<file path="config.mk">
export PLATFORM = sky130hd
export DESIGN_NAME = tmr_scrub_regfile
export DESIGN_NICKNAME = d
export VERILOG_FILES = /design/src/rtl/tmr_scrub_regfile.sv
export SDC_FILE = /design/constraint.sdc
export NUM_CORES = 1
export LEC_CHECK = 0
export CAP_MARGIN = 15
export CORE_MARGIN = 2
export CORE_UTILIZATION = 40
export DETAILED_ROUTE_END_ITERATION = 7
export PLACE_DENSITY = 0.54
export SYNTH_ARGS = -nofsm -noshare
export SYNTH_HDL_FRONTEND = slang
export SYNTH_SLANG_ARGS = --single-unit
</file>
<file path="constraint.sdc">
create_clock -name clk -period 3.7 [get_ports clk]
set_input_delay 0.74 -clock clk [delete_from_list [all_inputs] [get_ports clk]]
set_output_delay 0.74 -clock clk [all_outputs]
set_load 0.02 [all_outputs]
</file>
<file path="src/rtl/tmr_scrub_regfile.sv">
// Triple-redundant register file: majority-voted reads one cycle after rd_en, fault injection, saturating error counter;
// defining TMR_SCRUB_EN adds a background scrubber that rewrites voted values; no backpressure, writes always win over scrub.
module tmr_scrub_regfile #(
    parameter int WIDTH        = 8,
    parameter int DEPTH        = 4,
    parameter int SCRUB_PERIOD = 16,
    parameter int CNT_WIDTH    = 8,
    localparam int AW          = $clog2(DEPTH)
) (
    input  logic                 clk,
    input  logic                 rstn,
    input  logic                 wr_en,
    input  logic [AW-1:0]        wr_addr,
    input  logic [WIDTH-1:0]     wr_data,
    input  logic                 rd_en,
    input  logic [AW-1:0]        rd_addr,
    output logic [WIDTH-1:0]     rd_data,
    output logic                 rd_valid,
    output logic                 rd_err,
    input  logic                 inj_en,
    input  logic [1:0]           inj_copy,
    input  logic [AW-1:0]        inj_addr,
    input  logic [WIDTH-1:0]     inj_mask,
    input  logic                 err_clear,
    output logic [CNT_WIDTH-1:0] err_count,
    output logic                 scrub_busy
);
    localparam logic [CNT_WIDTH+1:0] CNT_SAT = {2'b00, {CNT_WIDTH{1'b1}}};

    logic [WIDTH-1:0] mem     [3][DEPTH];
    logic [WIDTH-1:0] memNext [3][DEPTH];

    logic [WIDTH-1:0] rdA, rdB, rdC, rdVote;
    logic             rdMis;
    logic             scrubActive;
    logic [AW-1:0]    scrubPtr;
    logic [WIDTH-1:0] scA, scB, scC, scVote;
    logic             scMis;

    assign rdA    = mem[0][rd_addr];
    assign rdB    = mem[1][rd_addr];
    assign rdC    = mem[2][rd_addr];
    assign rdVote = (rdA & rdB) | (rdA & rdC) | (rdB & rdC);
    assign rdMis  = (rdA != rdB) || (rdA != rdC);

    assign scA    = mem[0][scrubPtr];
    assign scB    = mem[1][scrubPtr];
    assign scC    = mem[2][scrubPtr];
    assign scVote = (scA & scB) | (scA & scC) | (scB & scC);
    assign scMis  = (scA != scB) || (scA != scC);

`ifdef TMR_SCRUB_EN
    typedef enum logic [1:0] {IDLE, WAIT, SCRUB} scrubState_t;
    localparam int TW = $clog2(SCRUB_PERIOD);

    scrubState_t   state;
    logic [TW-1:0] timer;
    logic          scrubBusyQ;

    always_ff @(posedge clk) begin
        if (!rstn) begin
            state      <= IDLE;
            timer      <= '0;
            scrubPtr   <= '0;
            scrubBusyQ <= 1'b0;
        end else begin
            case (state)
                IDLE: begin
                    state <= WAIT;
                    timer <= '0;
                end
                WAIT: begin
                    if (timer == TW'(SCRUB_PERIOD - 1)) begin
                        state      <= SCRUB;
                        timer      <= '0;
                        scrubPtr   <= '0;
                        scrubBusyQ <= 1'b1;
                    end else begin
                        timer <= timer + TW'(1);
                    end
                end
                SCRUB: begin
                    // Pointer wraps to 0 on the last entry since DEPTH is a power of two
                    scrubPtr <= scrubPtr + AW'(1);
                    if (scrubPtr == AW'(DEPTH - 1)) begin
                        state      <= WAIT;
                        timer      <= '0;
                        scrubBusyQ <= 1'b0;
                    end
                end
                default: begin
                    state      <= IDLE;
                    scrubBusyQ <= 1'b0;
                end
            endcase
        end
    end

    assign scrubActive = (state == SCRUB);
    assign scrub_busy  = scrubBusyQ;
`else
    assign scrubActive = 1'b0;
    assign scrubPtr    = '0;
    assign scrub_busy  = 1'b0;
`endif

    // Precedence per entry: scrub write-back, then host write, then injection XOR on top
    always_comb begin
        memNext = mem;
        for (int c = 0; c < 3; c++) begin
            for (int i = 0; i < DEPTH; i++) begin
                if (scrubActive && scrubPtr == AW'(i))
                    memNext[c][i] = scVote;
                if (wr_en && wr_addr == AW'(i))
                    memNext[c][i] = wr_data;
                if (inj_en && inj_copy == 2'(c) && inj_addr == AW'(i))
                    memNext[c][i] = memNext[c][i] ^ inj_mask;
            end
        end
    end

    always_ff @(posedge clk) begin
        if (!rstn) begin
            for (int c = 0; c < 3; c++)
                for (int i = 0; i < DEPTH; i++)
                    mem[c][i] <= '0;
        end else begin
            mem <= memNext;
        end
    end

    logic [1:0]           errEvents;
    logic [CNT_WIDTH+1:0] cntSum;

    assign errEvents = 2'(rd_en & rdMis) + 2'(scrubActive & scMis);
    assign cntSum    = {2'b00, err_count} + {CNT_WIDTH'(0), errEvents};

    always_ff @(posedge clk) begin
        if (!rstn) begin
            rd_data   <= '0;
            rd_valid  <= 1'b0;
            rd_err    <= 1'b0;
            err_count <= '0;
        end else begin
            rd_valid <= rd_en;
            rd_err   <= rd_en & rdMis;
            if (rd_en)
                rd_data <= rdVote;
            if (err_clear)
                err_count <= '0;
            else if (cntSum > CNT_SAT)
                err_count <= '1;
            else
                err_count <= cntSum[CNT_WIDTH-1:0];
        end
    end
endmodule

</file>
==> flow_metrics.py, run 1 <==
metrics = {
    "power_and_ir_drop": {
        "power_density_nw_per_um2": 423,
        "total_power_w": 0.00335,
        "p_leak_nw": 2.81,
        "ir_worst_vdd_v": 0.000370,
    },
    "clock_network": {
        "clk_latency_ps": 420,
        "holdBufCountCts": 0,
        "clk_path_buf_depth": 2,
        "cts_tree": "done",
        "numClockSinks": 114,
        "clkTransAtPathRegs_ps": 50,
        "cts_root_buf": "clkbuf_16",
        "htree_levels": 4,
        "cts_made_buffers": 17,
    },
    "sta": {
        "grt_setup_unrepaired": "false",
        "fmax_mhz": 281,
        "finalMaxSlewViolations": 0,
        "max_slew_margin_pct": 59.0,
        "setup_viol": 0,
        "post-route-min-period_ps": 3560,
        "fin_crit_sh_pct": 96.3,
        "hold_viol": 0,
        "worstMarginPinSlew_ps": 615,
        "fin_skew_ps": 6.93,
        "finalWorstSetupSlack_ps": 138,
    },
    "floorplanning": {
        "die_x_microns": 133,
        "die_h_microns": 133,
        "core_area_sq_um": 16500,
        "io_pins": 49,
        "die_area_sq_um": 17700,
        "start_util_pct": 40.5,
        "rows": 47,
    },
    "global_route": {
        "grt_usage_pct": 21.7,
        "grt_pass1_wl_mm": 29.8,
        "grt_pass1_vias": 5432,
        "grt.overflow.total": 0,
        "grt_max_degree": 60,
        "antenna_found_initial": 0,
    },
    "yosys": {
        "async_flop_share_pct": 0,
        "yosysMostFrequentCell": "dfxtp_1",
        "yosys_register_bits": 114,
        "ys_types": 37,
        "synth.area.top_cells": "dfxtp_1 34%, xor2_1 13%, and2_1 9.4%, mux4_2 8.1%, nand3_1 7.7%",
        "syn_area_per_cell_sq_um": 9.15,
        "synth_edf_count": 0,
        "netlist_area_sq_um": 6670,
        "syn_nets": 777,
        "synthCells": 729,
        "synth.top_cell.area_share_pct": 34.2,
        "yosys.area.top_type": "dfxtp_1",
        "ys_warn_count": 0,
        "dominantRegCellSynth": "dfxtp_1",
        "seq_area_frac_synth_pct": 34.2,
        "synth_commonest_cells": "114 x dfxtp_1, 102 x nand3_1, 100 x and2_1",
    },
    "route": {
        "drt_wl_total_mm": 18.5,
        "vias": 5466,
        "drc": 0,
        "antenna_left": 0,
        "drtIter0Drc": 326,
        "via_per_inst": 5.56,
        "routedWlPerCell_microns": 18.8,
        "drt_first_pass_iters": 5,
    },
    "hold_path": {
        "hold_path.class": "flop to flop",
    },
    "placement": {
        "portBuffers": 47,
        "pre_cts_ws_ps": -359,
        "place_area_sq_um": 7300,
        "dp_hpwl_mm": 11.9,
        "gp_congestion": 0.830,
    },
    "critical_path": {
        "worstSetupPathType": "primary input to flop",
        "cp.arrival_ps": 3860,
        "worst_setup_path_end_kind": "flop",
        "worstPathMaxFanout": 24,
        "critPathRequiredTime_ps": 4000,
        "crit_path_start_kind": "primary input",
    },
    "finish": {
        "num-fill-cells": 1567,
        "synthToLayoutAreaGrowth_pct": 18.7,
        "design_area_sq_um": 7920,
        "n_antenna_cell": 0,
        "finalNetCount": 800,
        "drive_above_1_share_pct": 15.2,
    },
    "run_status": {
        "status": "finished clean",
    },
    "flow_run": {
        "cap_viol_max_count": 0,
    },
}
final cells by class:
class / count / area (sq um) / share of cell area [%]
Clock inverter: 5 / 50.0 / 0.632
Clock buffer: 25 / 515 / 6.51
Timing Repair Buffer: 76 / 736 / 9.29
Sequential cell: 114 / 2280 / 28.8
Multi-Input combinational cell: 542 / 4050 / 51.2
Inverter: 1 / 3.75 / 0.0474
Tap cell: 220 / 275 / 3.48
state kept, by name (all words and copies together) (netlist names):
| name | cells |
|---|---|
| err_count | 8 |
| mem | 96 |
| rd_data | 8 |
| rd_err | 1 |
| rd_valid | 1 |
through the flow:
stage	std cells	TNS, ps	utilization, %	hold slack, ps
5_1_grt	983	0	48.1	588
3_5_place_dp	952	-2490	44.4	531
6_report	983	0	48.1	542
4_1_cts	982	0	47.8	541
3_3_place_gp	952	-1560	44.4	531
2_1_floorplan	729	0	-	593
per-layer routing:
| metal | GRT usage, % | vias to the layer above | share of wire, % |
|---|---|---|---|
| li1 | - | 2597 | - |
| met1 | 29.6 | 2635 | 45 |
| met2 | 34.8 | 212 | 46 |
| met3 | 4.03 | 22 | 7.2 |
| met4 | 7.27 | 0 | 1.4 |
| met5 | 0 | - | 0 |
layout by cell type, fill, tap and decap left out, types with 2 or more instances in the layout:
master / n
and4_1: 8
and4bb_2: 8
a31oi_1: 8
o21ai_0: 9
dfxtp_1: 114
buf_4: 25
xor2_1: 97
and4b_1: 16
nand3_1: 102
a21oi_1: 79
buf_2: 2
buf_12: 3
clkdlybuf4s50_1: 45
mux4_2: 24
clkinv_2: 4
nor2_1: 19
clkbuf_8: 6
clkbuf_1: 2
nand2_1: 10
xnor2_1: 2
and3b_1: 2
nand2b_1: 2
nor4_2: 3
nand4_1: 2
and2_1: 100
clkbuf_16: 17
a21oi_2: 20
nand3b_1: 2
ha_1: 18
nor2b_1: 2
kinds of logic (layout without fill, tap and decap cells):
| group | count (synthesis) | in the layout | synth area share (%) |
|---|---|---|---|
| compound gates | 116 | 116 | 9.98 |
| xor+xnor | 99 | 99 | 13.0 |
| fa+ha+maj | 18 | 18 | 3.38 |
| buf+inv | 73 | 107 | 5.35 |
| flops | 114 | 114 | 34.2 |
| mux | 25 | 25 | 8.26 |
| other cells | 1 | 1 | 0.0562 |
| simple gates | 283 | 283 | 25.7 |
critical path, stage by stage:
cell and delay (ps):
clkdlybuf4s50_1 510, buf_12 200, mux4_2 340, ha_1 320, nor4_2 340, buf_4 160
nand4_1 140, and2_1 220, ha_1 200, ha_1 230, nand4_1 170, nor2_1 80
mux2i_1 150, nor2_1 50
worst paths after layout:
check / from / end / slack [ps] / depth (start not counted)
setup / recovery: rd_addr[1] / err_count[6]$_SDFF_PP0_ / 140 / 14
hold reg to reg: rd_data[3]$_SDFFE_PN0P_ / rd_data[3]$_SDFFE_PN0P_ / 540 / 2
setup reg to reg: mem[68]$_SDFF_PN0_ / err_count[6]$_SDFF_PP0_ / 710 / 12
hold / removal: rd_data[3]$_SDFFE_PN0P_ / rd_data[3]$_SDFFE_PN0P_ / 540 / 2
what timing repair did:
| action | in CTS | in global routing |
|---|---|---|
| buffers inserted | 0 | 0 |
| endpoints found under the setup margin | 0 | 3 |
| resized for setup | 0 | 3 |
power breakdown:
part / switching (W) / total [W] / internal (W) / leakage [nW]
Combinational: 0.000247 / 0.000453 / 0.000206 / 1.60
Sequential: 0.0000345 / 0.00132 / 0.00128 / 0.928
Clock: 0.000562 / 0.00158 / 0.00102 / 0.285
(Power assumes the default switching activity.)
==> inputs of run 2 (changes only) <==
--- a/config.mk
+++ b/config.mk
@@ -6,8 +6,9 @@
 export NUM_CORES = 1
 export LEC_CHECK = 0
 export CAP_MARGIN = 15
-export CORE_MARGIN = 2
+export CORE_MARGIN = 1
 export CORE_UTILIZATION = 40
+export CTS_CLUSTER_DIAMETER = 100
 export DETAILED_ROUTE_END_ITERATION = 7
 export PLACE_DENSITY = 0.54
 export SYNTH_ARGS = -nofsm -noshare
==> run 2 against run 1 <==
Effect of this change: wire length down 0.72%; clock power down 8%; critical path type unchanged; global-route usage up 0.45 points; largest power group unchanged.
==> flow_metrics.py, run 2 (same netlist as run 1, synthesis figures left out) <==
metrics = {
    "run_status": {
        "status": "finished clean",
    },
    "sta": {
        "tns_ps": 0,
        "worstMarginPinSlew_ps": 664,
        "setup_viol": 0,
        "fin_skew_ps": 11.2,
        "fmax_mhz": 285,
        "grt_setup_unrepaired": "false",
        "max_slew_margin_pct": 55.8,
        "fin_crit_sh_pct": 94.7,
        "finalMaxSlewViolations": 0,
        "hold_viol": 0,
        "post-route-min-period_ps": 3500,
    },
    "finish": {
        "drive_above_1_share_pct": 13.9,
        "layout_commonest_cell": "dfxtp_1",
        "synthToLayoutAreaGrowth_pct": 16.6,
        "finalNonFillerCells": 973,
        "final_core_util_pct": 48.4,
        "design_area_sq_um": 7770,
        "final_cell_mix": "114 x dfxtp_1, 102 x nand3_1, 100 x and2_1, 97 x xor2_1, 79 x a21oi_1",
        "finalNetCount": 792,
        "n_antenna_cell": 0,
        "top_register": "mem",
        "largest_reg_flops": 96,
        "reg_top3": "mem: 96 flops, err_count: 8 flops, rd_data: 8 flops",
    },
    "clock_network": {
        "clkTransAtPathRegs_ps": 50,
        "clk_latency_ps": 420,
        "cts_tree": "done",
        "htree_levels": 4,
        "cts_made_buffers": 17,
        "numClockSinks": 114,
        "post_cts_buffers": 0,
        "cts_root_buf": "clkbuf_16",
        "clk_path_buf_depth": 2,
    },
    "critical_path": {
        "worst_setup_path_end_kind": "flop",
        "critPathRequiredTime_ps": 3990,
        "cp.arrival_ps": 3790,
        "crit_path_start_kind": "primary input",
        "ff2ff_setup_slack_ps": 740,
        "worstSetupPathType": "primary input to flop",
        "worstPathMaxFanout": 24,
    },
    "route": {
        "routedWlPerCell_microns": 18.9,
        "antenna_left": 0,
        "drt_wl_total_mm": 18.4,
        "drt_first_pass_iters": 5,
        "drc": 0,
        "drtIter0Drc": 402,
        "vias": 5510,
        "via_per_inst": 5.66,
    },
    "placement": {
        "gp_congestion": 0.838,
        "portBuffers": 47,
        "dp_cells": 941,
        "place_area_sq_um": 7250,
        "dp_hpwl_mm": 12.0,
    },
    "hold_path": {
        "hold_path.class": "flop to flop",
    },
    "floorplanning": {
        "rows": 46,
        "die_area_sq_um": 17200,
        "die_h_microns": 131,
        "io_pins": 49,
        "core_area_sq_um": 16100,
        "start_util_pct": 41.5,
        "die_x_microns": 131,
    },
    "global_route": {
        "grt_pass1_wl_mm": 29.8,
        "grt_usage_pct": 22.1,
        "grt.overflow.total": 0,
        "grt_pass1_vias": 5467,
        "grt_max_degree": 77,
        "antenna_found_initial": 0,
    },
    "power_and_ir_drop": {
        "power_frac_seq_pct": 41.2,
        "p_clk_share_pct": 45.3,
        "power_density_nw_per_um2": 412,
        "p_int_w": 0.00237,
        "p_sw_share_pct": 25.9,
        "ir_worst_vdd_v": 0.000321,
        "power_switching_w": 0.000830,
        "total_power_w": 0.00321,
        "p_leak_nw": 2.74,
        "combPwrFrac_pct": 13.5,
    },
    "flow_run": {
        "cap_viol_max_count": 0,
    },
}
## run 2: worst paths after layout
path	startpoint	endpoint	cells after the start
setup reg to reg	mem[69]$_SDFF_PN0_	err_count[6]$_SDFF_PP0_	11
hold reg to reg	rd_data[7]$_SDFFE_PN0P_	rd_data[7]$_SDFFE_PN0P_	2
setup / recovery	rd_addr[1]	err_count[6]$_SDFF_PP0_	13
hold / removal	rd_data[7]$_SDFFE_PN0P_	rd_data[7]$_SDFFE_PN0P_	2
## run 2: timing repair
item / 4_1_cts / 5_1_grt
resized for setup: 0 / 1
setup endpoints to repair: 0 / 1
hold buffers: 0 / 0
## run 2: layout make-up
| cell class | instances | area [sq um] |
|---|---|---|
| repair buffers | 68 | 656 |
| multi-input cells | 542 | 4040 |
| well taps | 216 | 270 |
| fillers | 1496 | 8280 |
| flip-flops and latches | 114 | 2280 |
| clock buffers | 26 | 489 |
| inverters | 1 | 3.75 |
| clock inverters | 6 | 30.0 |
## run 2: per-layer routing
metal	global-route usage (%)	routed length (microns)
met5	0	0
met4	7.19	230
met3	4.55	1240
met2	35.1	8480
met1	29.9	8400
## run 2: critical path, cell delays in order
cell	delay, ps
clkdlybuf4s50_1	510
buf_12	190
mux4_2	350
ha_1	310
nor4_1	380
nand4_1	210
and2_1	210
ha_1	200
ha_1	220
nand4_1	170
nor2_1	80
mux2i_1	160
nor2_1	50
## run 2: power by group through the flow
stage	registers [W]	logic [W]	clock network, W
after detailed placement	0.00134	0.000428	0
after CTS	0.00132	0.000430	0.00147
after floorplan	0.00134	0.000286	0
after global routing	0.00132	0.000473	0.00154
after global placement	0.00134	0.000417	0
final	0.00132	0.000432	0.00145
## run 2: stage by stage
stage / hold slack (ps) / setup slack (ps)
2_1_floorplan: 593 / 290
3_3_place_gp: 521 / -236
3_5_place_dp: 535 / -311
4_1_cts: 545 / 116
5_1_grt: 591 / 8.22
6_report: 538 / 196
